File: src/rtl/pipe_stage_buf.sv
// pipe_stage_buf: inter-stage pipeline register with a valid/ready handshake,
// flush, bubble insertion on empty, and an optional two-entry skid buffer
// that registers in_ready so backpressure does not ripple combinationally.
module pipe_stage_buf #(
  parameter int          W          = 32,
  parameter int          NCH        = 6,
  parameter int          SKID       = 1,
  parameter logic [W-1:0] BUBBLE_VAL = '0
) (
  input  logic               clk,
  input  logic               rst,
  input  logic               flush,
  input  logic               in_valid,
  output logic               in_ready,
  input  logic [NCH*W-1:0]   in_data,
  output logic               out_valid,
  input  logic               out_ready,
  output logic [NCH*W-1:0]   out_data,
  output logic [1:0]         occupancy
);

  localparam int DW = NCH * W;

  logic [DW-1:0] r_main;
  logic [1:0]    r_occ;
  logic [DW-1:0] w_bubble;
  logic          w_in_xfer;
  logic          w_out_xfer;

  assign w_bubble   = {NCH{BUBBLE_VAL}};
  assign out_valid  = (r_occ != 2'd0);
  assign out_data   = out_valid ? r_main : w_bubble;
  assign occupancy  = r_occ;
  assign w_in_xfer  = in_valid & in_ready;
  assign w_out_xfer = out_valid & out_ready;

  generate
    if (SKID != 0) begin : g_skid
      logic [DW-1:0] r_skid;
      logic          r_in_ready;
      logic [1:0]    w_occ_next;
      logic          w_load_main_in;
      logic          w_load_main_skid;
      logic          w_load_skid;

      assign in_ready = r_in_ready;

      // Next occupancy and which register loads, from the current fill level
      // and the two handshakes; flush wins over everything.
      always_comb begin
        w_occ_next       = r_occ;
        w_load_main_in   = 1'b0;
        w_load_main_skid = 1'b0;
        w_load_skid      = 1'b0;
        if (flush) begin
          w_occ_next = 2'd0;
        end else begin
          case (r_occ)
            2'd0: begin
              if (w_in_xfer) begin
                w_load_main_in = 1'b1;
                w_occ_next     = 2'd1;
              end
            end
            2'd1: begin
              if (w_in_xfer && w_out_xfer) begin
                w_load_main_in = 1'b1;
                w_occ_next     = 2'd1;
              end else if (w_in_xfer) begin
                w_load_skid = 1'b1;
                w_occ_next  = 2'd2;
              end else if (w_out_xfer) begin
                w_occ_next = 2'd0;
              end
            end
            2'd2: begin
              if (w_out_xfer) begin
                w_load_main_skid = 1'b1;
                w_occ_next       = 2'd1;
              end
            end
            default: begin
              w_occ_next = 2'd0;
            end
          endcase
        end
      end

      // Storage update; in_ready is registered from the next fill level so it
      // never depends combinationally on out_ready.
      always_ff @(posedge clk or negedge rst) begin
        if (!rst) begin
          r_main     <= '0;
          r_skid     <= '0;
          r_occ      <= 2'd0;
          r_in_ready <= 1'b1;
        end else begin
          r_occ      <= w_occ_next;
          r_in_ready <= (w_occ_next != 2'd2);
          if (w_load_main_in) begin
            r_main <= in_data;
          end else if (w_load_main_skid) begin
            r_main <= r_skid;
          end
          if (w_load_skid) begin
            r_skid <= in_data;
          end
        end
      end
    end else begin : g_single
      assign in_ready = out_ready | ~out_valid;

      // Single register: a new bundle replaces the held one whenever it is
      // accepted, which also covers the simultaneous in/out case.
      always_ff @(posedge clk or negedge rst) begin
        if (!rst) begin
          r_main <= '0;
          r_occ  <= 2'd0;
        end else if (flush) begin
          r_occ <= 2'd0;
        end else if (w_in_xfer) begin
          r_main <= in_data;
          r_occ  <= 2'd1;
        end else if (w_out_xfer) begin
          r_occ <= 2'd0;
        end
      end
    end
  endgenerate

endmodule

File: config.mk
export PLATFORM = sky130hd
export DESIGN_NAME = pipe_stage_buf
export DESIGN_NICKNAME = d
export VERILOG_FILES = /design/src/rtl/pipe_stage_buf.sv
export SDC_FILE = /design/constraint.sdc
export NUM_CORES = 1
export LEC_CHECK = 0
export CAP_MARGIN = 20
export CELL_PAD_IN_SITES_DETAIL_PLACEMENT = 1
export CELL_PAD_IN_SITES_GLOBAL_PLACEMENT = 2
export CORE_MARGIN = 4
export CORE_UTILIZATION = 30
export CTS_BUF_LIST = sky130_fd_sc_hd__clkbuf_4 sky130_fd_sc_hd__clkbuf_8
export DETAILED_ROUTE_END_ITERATION = 8
export MAX_ROUTING_LAYER = met4
export PLACE_DENSITY_LB_ADDON = 0.1
export SLEW_MARGIN = 20
export SYNTH_ARGS = -nofsm -noshare
export SYNTH_HDL_FRONTEND = slang
export SYNTH_SLANG_ARGS = --single-unit
File: constraint.sdc
create_clock -name clk -period 1.76 [get_ports clk]
set_input_delay 0.44 -clock clk [delete_from_list [all_inputs] [get_ports clk]]
set_output_delay 0.44 -clock clk [all_outputs]
set_load 0.01 [all_outputs]
==> flow_metrics.py, run 1 <==
metrics = {
    "finish": {
        "nFillCells": 6172,
        "mostFrequentLayoutCells": "dfrtp_1 (386), clkdlybuf4s50_1 (195), nor2_1 (194)",
        "final_area_mm2": 0.0270,
        "drive_gt1_share_pct": 41.7,
        "syn2layout_area_growth_pct": 50.0,
        "fin_nets": 2177,
        "layout_commonest_cell": "dfrtp_1",
    },
    "outcome": {
        "status": "finished, violations left",
        "violations": "negative setup slack",
    },
    "clock_tree": {
        "root_buffer": "clkbuf_8",
        "path_clk_slew_ns": 0.06,
        "cts-buffers-inserted": 73,
        "h-tree-depth": 3,
        "clkSinkCount": 387,
        "insertion_delay_ns": 0.63,
        "clockBufferDepth": 3,
        "tritoncts": "done",
    },
    "timing": {
        "rsz0062_at_grt": "true",
        "fin_crit_sh_pct": 141,
        "timing.slew.headroom_pct": 70.2,
        "holdWs_ns": 0.271,
        "fmax_ghz": 0.404,
        "fin_skew_ns": 0.0202,
        "tightestPinTransition_ns": 0.446,
        "layout_setup_ws_ns": -0.717,
        "finalMaxSlewViolations": 0,
        "fin_crit_ns": 2.48,
        "hold_viol": 0,
        "finalSetupViolCount": 578,
    },
    "critical_path": {
        "rr_startpoint": "occupancy[1]",
        "critPathKind": "reg2out",
        "path_max_fanout": 7,
        "arrival_ns": 2.04,
        "start_kind": "register",
        "reg2reg_slack_ns": -0.29,
        "cpMostUsedCell": "buf_12",
        "cpLargestDelayFamily": "buffers and inverters",
        "r2r_end": "g_skid.r_skid[125]",
        "endpoint": "out_data[3]",
        "cp_num_buf_inv": 4,
        "cpMaxStageDelayCell": "dfrtp_1",
        "crit_chain": "or2_4 > buf_12 > buf_12 > clkbuf_16 > and2_4 > buf_2",
        "endpoint_kind": "output port",
        "ff2ff_path_depth": 5,
        "path_depth": 6,
        "required_ns": 1.32,
        "slowest_delay_ns": 0.39,
        "critPathLaunch": "occupancy[1]",
    },
    "global_route": {
        "grt_antenna_before_repair": 17,
        "grtUsageTotal_pct": 17.6,
        "grt_max_degree": 74,
        "overflow": 0,
        "grt_pass1_wl_um": 85300,
        "grt_pass1_vias": 14100,
    },
    "yosys": {
        "synth_top_area_share_pct": 53.8,
        "yosysWarnings": 0,
        "ys_types": 24,
        "synth_nets": 1664,
        "yosysSeqAreaShare_pct": 53.9,
        "synth_top_area_cell": "dfrtp_1",
        "syn_inst": 1467,
        "ys_seq_elements": 387,
        "syn-mean-instance-area_um2": 12.2,
        "yosys-top-cells-area": "dfrtp_1 (54%), mux2_4 (14%), mux2i_1 (11%), and2_1 (6.7%), a21oi_1 (5.3%)",
        "syn_area_mm2": 0.0180,
    },
    "floorplan": {
        "core_area_mm2": 0.0591,
        "fp.dieH_um": 253,
        "ioPinCount": 393,
        "die_area_mm2": 0.0639,
        "die_x_um": 253,
        "start_util_pct": 30.4,
        "rows": 89,
    },
    "routing": {
        "drc": 0,
        "ant_nets": 0,
        "vias": 12900,
        "routed_wl_um": 61000,
        "firstDrtPassIters": 4,
        "wire_per_inst_um": 21.6,
        "drtIter0Drc": 397,
        "vias_per_cell": 4.57,
    },
    "place": {
        "dpl-instance-area_mm2": 0.0234,
        "port_buffers": 392,
        "gp_congestion": 0.737,
        "hpwlAfterDp_um": 38000,
    },
    "pwr": {
        "power-per-cell-area_mw_per_mm2": 1080,
        "p_leak_uw": 0.0122,
        "peakVddDrop_v": 0.000476,
    },
    "run": {
        "cap_violations": 0,
    },
    "min_path": {
        "hold_path.class": "in2async",
    },
}
==> logic make-up after synthesis <==
kind of cell,count (synthesis),share of synthesized area [%]
and+or+nand+nor,393,11.0
buffers and inverters,108,3.31
DFF,387,53.9
muxes,384,26.3
AOI/OAI and AO/OA,194,5.45
xor gates and xnor gates,1,0.0488
==> worst register-to-register path, stage by stage, from the launching register on <==
cell     delay (ns)
dfrtp_1        0.39
buf_4          0.17
or4_4          0.64
buf_12         0.22
buf_12         0.19
mux2_4         0.32
==> per-layer routing <==
metal | share of wire (%) | vias up | global-route usage (%)
met5 | 0 | - | -
met4 | 1.6 | 0 | 4.13
met3 | 5.7 | 70 | 5.38
met2 | 49 | 282 | 28.3
met1 | 43 | 6496 | 21.8
li1 | - | 6047 | -
==> sequential cells by signal (all words and copies together) (netlist names) <==
register       count
g_skid.r_skid    192
in_ready           1
occupancy          2
r_main           192
==> metrics by stage <==
stage / std cells / setup TNS, ns / setup slack, ns / util, % / total power (uW)
2_1_floorplan: 1467 / -27.26 / -0.159 / - / 15900
3_3_place_gp: 2615 / -258.33 / -0.600 / 39.6 / 18700
3_5_place_dp: 2615 / -269.77 / -0.632 / 39.6 / 19000
4_1_cts: 2750 / -219.32 / -1.10 / 42.2 / 28400
5_1_grt: 2822 / -240.09 / -0.814 / 45.6 / 30700
6_report: 2822 / -192.95 / -0.717 / 45.6 / 29000
==> worst min path at each step <==
stage          startpoint          endpoint  slack, ns
2_1_floorplan         rst  g_skid.r_skid[0]       0.14
5_1_grt               rst       r_main[151]       0.25
6_report              rst       r_main[151]       0.27
4_1_cts               rst       r_main[151]       0.23
3_3_place_gp          rst       r_main[151]       0.33
3_5_place_dp          rst       r_main[151]       0.33
==> final cells by class <==
cell class	instances	area, um2	area share [%]
tap	773	967	3.59
inverter	2	7.51	0.0279
sequential	387	9690	35.9
timing repair buffer	543	6550	24.3
clock buffer	119	1490	5.52
antenna	17	42.5	0.158
clock inverter	8	45.0	0.167
multi-input combinational	973	8170	30.3
==> repair_timing <==
item / CTS / global route
gates cloned: 2 / 45
hold endpoints to repair: 103 / 0
resized for setup: 194 / 910
endpoints found under the setup margin: 557 / 579
setup buffers: 5 / 16
hold buffers: 1 / 0
pin swaps: 1 / 153
==> power by group <==
part           internal, uW  switching [uW]  leakage [uW]  total [uW]
clock                  5310            3930      0.000817        9240
sequential            11100            1300       0.00452       12400
combinational          4720            2650       0.00686        7370
==> synth_stat cells (all sizes together) <==
master  number
nor2       194
nand2b       2
mux2       192
o22a         1
nand4        1
a21oi      192
nor3         1
dfrtp      386
nand2        1
and2       192
xnor2        1
o31a         1
or4          1
dfstp        1
inv          2
clkbuf      59
mux2i      192
buf         47
or2          1
Note: power is estimated with default switching activity, not from simulation.
==> inputs of run 2 (changes only) <==
==> constraint.sdc (replaced) <==
create_clock -name clk -period 3 [get_ports clk]
set_input_delay 0.75 -clock clk [delete_from_list [all_inputs] [get_ports clk]]
set_output_delay 0.75 -clock clk [all_outputs]
set_load 0.01 [all_outputs]
==> flow_metrics.py, run 2 (same netlist as run 1, synthesis figures left out) <==
metrics = {
    "critical_path": {
        "path_max_fanout": 9,
        "start_kind": "register",
        "required_ns": 2.25,
        "cpLargestDelayFamily": "buffers and inverters",
        "cpMaxStageDelayCell": "clkdlybuf4s50_1",
        "arrival_ns": 2.13,
        "crit_chain": "buf_4 > or2_4 > and2_1 > clkdlybuf4s50_1",
        "slowest_delay_ns": 0.48,
        "critPathKind": "reg2out",
        "cp_num_buf_inv": 2,
        "endpoint_kind": "output port",
    },
    "global_route": {
        "grt_max_degree": 93,
        "grt_pass1_vias": 13800,
        "overflow": 0,
        "grt_antenna_before_repair": 11,
        "grtUsageTotal_pct": 17.3,
        "grt_pass1_wl_um": 83300,
    },
    "clock_tree": {
        "cts-buffers-inserted": 75,
        "root_buffer": "clkbuf_8",
        "h-tree-depth": 3,
        "tritoncts": "done",
        "clkSinkCount": 387,
        "insertion_delay_ns": 0.63,
        "path_clk_slew_ns": 0.06,
        "clockBufferDepth": 3,
        "cts-hold-fix-buffers": 0,
    },
    "routing": {
        "routed_wl_um": 54200,
        "wire_per_inst_um": 19.9,
        "vias": 12500,
        "drc": 0,
        "vias_per_cell": 4.59,
        "ant_nets": 0,
        "drtIter0Drc": 324,
        "firstDrtPassIters": 4,
    },
    "floorplan": {
        "ioPinCount": 393,
        "die_x_um": 253,
        "core_area_mm2": 0.0591,
        "rows": 89,
        "fp.dieH_um": 253,
        "start_util_pct": 30.4,
        "die_area_mm2": 0.0639,
    },
    "run": {
        "cap_violations": 0,
    },
    "finish": {
        "fin_nets": 2081,
        "drive_gt1_share_pct": 22.5,
        "layout_commonest_cell": "dfrtp_1",
        "utilization_pct": 40.9,
        "mostFrequentLayoutCells": "dfrtp_1 (384), clkdlybuf4s50_1 (204), nor2_1 (194)",
        "syn2layout_area_growth_pct": 34.8,
        "final_area_mm2": 0.0242,
    },
    "place": {
        "port_buffers": 392,
        "gp_congestion": 0.761,
        "dpl-instance-area_mm2": 0.0230,
        "hpwlAfterDp_um": 36500,
    },
    "timing": {
        "setup_tns_ns": 0,
        "timing.slew.headroom_pct": 45.8,
        "finalSetupViolCount": 0,
        "fin_crit_sh_pct": 96.1,
        "tightestPinTransition_ns": 0.813,
        "fmax_ghz": 0.347,
        "fin_skew_ns": 0.0226,
        "hold_viol": 0,
        "finalMaxSlewViolations": 0,
        "fin_crit_ns": 2.88,
    },
    "min_path": {
        "hold_path.class": "in2async",
    },
    "pwr": {
        "peakVddDrop_v": 0.000339,
        "p_leak_uw": 0.0112,
        "power-per-cell-area_mw_per_mm2": 661,
    },
    "outcome": {
        "status": "complete, no violations",
    },
}
[run 2: cell types whose count changed in the layout (fill, tap and decap cells not counted), sizes merged]
cell and delta:
buf -174, dlygate4sd2 +125, clkbuf -71, clkdlybuf4s50 +9, clkdlybuf4s15 +8, dlymetal6s2s +6
diode -5, clkinv -1, dlygate4sd3 -1
[run 2: per-stage QoR]
step                total power, uW  hold slack, ns  instances  worst slack [ns]
floorplan                      9340           0.454       1467             0.873
global placement              10900           0.488       2574             0.248
detailed placement            11100           0.495       2574             0.227
CTS                           16400          0.0206       2705          -0.00843
global route                  17000          0.0439       2717          -0.00241
finish                        16000          0.0769       2718             0.117
[run 2: final timing paths]
path                                        start                end  slack, ns  depth (start not counted)
worst max-delay path                 occupancy[0]      out_data[173]       0.12                          4
worst min-delay path                          rst        r_main[152]       0.08                          1
worst max register to register           in_ready  g_skid.r_skid[61]       0.83                          4
worst min register to register  g_skid.r_skid[10]  g_skid.r_skid[10]       0.51                          1
max in group asynchronous                     rst         r_main[62]       2.05                          2
min in group clk                g_skid.r_skid[10]  g_skid.r_skid[10]       0.51                          1
[run 2: report_power, final]
part / total, uW / internal [uW] / switching (uW)
Clock: 5270 / 3020 / 2250
Combinational: 3500 / 2140 / 1370
Sequential: 7240 / 6530 / 709
[run 2: layout make-up]
| type | count | area, um2 |
|---|---|---|
| fillers | 6292 | 34900 |
| flip-flops and latches | 387 | 9690 |
| multi-input cells | 973 | 7700 |
| repair buffers | 445 | 4330 |
| clock buffers | 119 | 1440 |
| well taps | 773 | 967 |
| clock inverters | 7 | 40.0 |
| diodes | 12 | 30.0 |
| inverters | 2 | 7.51 |
[run 2: metal layers]
metal	track usage, %	share of wire, %	vias to the layer above
met2	27.9	48	279
met3	5.56	6.4	78
met1	21.2	43	6275
met4	4.16	1.9	0
met5	-	0	-
li1	-	-	5840
[run 2: what timing repair did]
item                                    4_1_cts  5_1_grt
buffers inserted                              5        2
endpoints found under the setup margin      183       36
resized for setup                           344        7
gates cloned                                  1        0
pin swaps                                     2        2
==> inputs of run 3 (changes only) <==
==> constraint.sdc (replaced) <==
create_clock -name clk -period 2.98 [get_ports clk]
set_input_delay 0.745 -clock clk [delete_from_list [all_inputs] [get_ports clk]]
set_output_delay 0.745 -clock clk [all_outputs]
set_load 0.01 [all_outputs]
==> flow_metrics.py, run 3 (same netlist as run 1, synthesis figures left out) <==
metrics = {
    "finish": {
        "final_area_mm2": 0.0248,
        "stdcell_count": 2739,
        "fin_nets": 2094,
        "multiInputGateArea_mm2": 0.00771,
        "nFillCells": 6239,
        "seq_area_mm2": 0.00969,
        "drive_gt1_share_pct": 20.7,
        "syn2layout_area_growth_pct": 38.1,
        "layout_commonest_cell": "dfrtp_1",
        "mostFrequentLayoutCells": "dfrtp_1 (386), clkdlybuf4s50_1 (203), nor2_1 (194)",
    },
    "routing": {
        "routed_wl_um": 55200,
        "wire_per_inst_um": 20.1,
        "firstDrtPassIters": 4,
        "drc": 0,
        "vias_per_cell": 4.57,
        "vias": 12500,
        "ant_nets": 0,
        "drtIter0Drc": 464,
    },
    "place": {
        "pre_cts_slack_ns": 0.130,
        "gp_congestion": 0.735,
        "hpwlAfterDp_um": 37300,
        "dp_cells": 2586,
        "dpl-instance-area_mm2": 0.0232,
        "port_buffers": 392,
    },
    "floorplan": {
        "die_area_mm2": 0.0639,
        "core_area_mm2": 0.0591,
        "rows": 89,
        "start_util_pct": 30.4,
        "ioPinCount": 393,
        "fp.dieH_um": 253,
        "die_x_um": 253,
    },
    "timing": {
        "finalSetupViolCount": 0,
        "layout_setup_ws_ns": 0.100,
        "fin_crit_sh_pct": 96.6,
        "fin_crit_ns": 2.88,
        "tightestPinTransition_ns": 0.651,
        "fin_skew_ns": 0.0142,
        "holdWs_ns": 0.0811,
        "fmax_ghz": 0.347,
        "finalMaxSlewViolations": 0,
        "hold_viol": 0,
        "timing.slew.headroom_pct": 56.6,
    },
    "critical_path": {
        "cp_num_buf_inv": 3,
        "arrival_ns": 2.13,
        "start_kind": "register",
        "path_max_fanout": 16,
        "critPathKind": "reg2out",
        "endpoint_kind": "output port",
        "cpLargestDelayFamily": "buffers and inverters",
        "ff2ff_path_depth": 5,
        "slowest_delay_ns": 0.38,
        "rr_startpoint": "occupancy[1]",
        "r2r_end": "g_skid.r_skid[157]",
        "reg2reg_slack_ns": 0.80,
        "cpMaxStageDelayCell": "dfrtp_1",
        "crit_chain": "or2_4 > buf_12 > buf_16 > and2_1 > dlygate4sd2_1",
        "required_ns": 2.24,
    },
    "clock_tree": {
        "path_clk_slew_ns": 0.06,
        "root_buffer": "clkbuf_8",
        "clkSinkCount": 387,
        "h-tree-depth": 3,
        "tritoncts": "done",
        "cts-buffers-inserted": 73,
        "clockBufferDepth": 3,
        "insertion_delay_ns": 0.62,
    },
    "pwr": {
        "peakVddDrop_v": 0.000336,
        "power-per-cell-area_mw_per_mm2": 663,
        "p_leak_uw": 0.0114,
    },
    "global_route": {
        "grt_antenna_before_repair": 16,
        "grt_pass1_wl_um": 84400,
        "grt_pass1_vias": 13800,
        "grtUsageTotal_pct": 17.4,
        "grt_max_degree": 85,
        "overflow": 0,
    },
    "min_path": {
        "hold_path.class": "in2async",
    },
    "outcome": {
        "status": "complete, no violations",
    },
    "run": {
        "cap_violations": 0,
    },
}
## run 3: cell count changes in the layout (fill, tap and decap cells not counted), moves of 10 or more
| cell | change |
|---|---|
| dlygate4sd2_1 | +24 |
| buf_2 | -48 |
| clkdlybuf4s15_1 | +28 |
| buf_12 | +10 |
## run 3: repair_timing
item | 4_1_cts | 5_1_grt
setup endpoints to repair | 178 | 44
resized for setup | 188 | 41
setup buffers | 4 | 1
hold buffers | 0 | 0
pin swaps | 1 | 1
cloned | 1 | 3
hold endpoints to repair | 0 | 0
## run 3: layout make-up
class / count / area share [%]
diodes: 15 / 0.151
clock buffers: 121 / 6.03
clock inverters: 8 / 0.282
inverters: 2 / 0.0303
multi-input cells: 972 / 31.1
flip-flops and latches: 387 / 39.0
well taps: 773 / 3.90
repair buffers: 461 / 19.5
## run 3: routing by layer
metal | global-route usage, % | wire (um)
met5 | - | 0
met4 | 5.37 | 1080
met3 | 4.33 | 3040
met2 | 27.2 | 26600
met1 | 22.6 | 24500
## run 3: power breakdown
group	switching [uW]	internal, uW	total (uW)	leakage, uW
logic	1400	2210	3610	0.00607
clock network	2310	3240	5550	0.000834
registers	720	6570	7290	0.00452
total	4430	12000	16400	0.0114
## run 3: worst max path at each step
stage               slack [ns]         start                 end  cells past startpoint
global placement          0.13      in_valid  g_skid.r_skid[156]                      5
global route            -0.002  occupancy[1]         out_data[5]                      5
finish                    0.10  occupancy[1]        out_data[70]                      5
detailed placement        0.13      in_valid  g_skid.r_skid[165]                      5
floorplan                 0.86     out_ready  g_skid.r_skid[100]                      6
CTS                      -0.01  occupancy[0]        out_data[32]                      5
## run 3: through the flow
stage	utilization [%]	power, uW	TNS, ns
CTS	41.7	16700	-0.0403
detailed placement	39.3	11200	0
global route	41.9	17500	-0.00266
floorplan	-	9400	0
finish	42.0	16400	0
global placement	39.3	11000	0
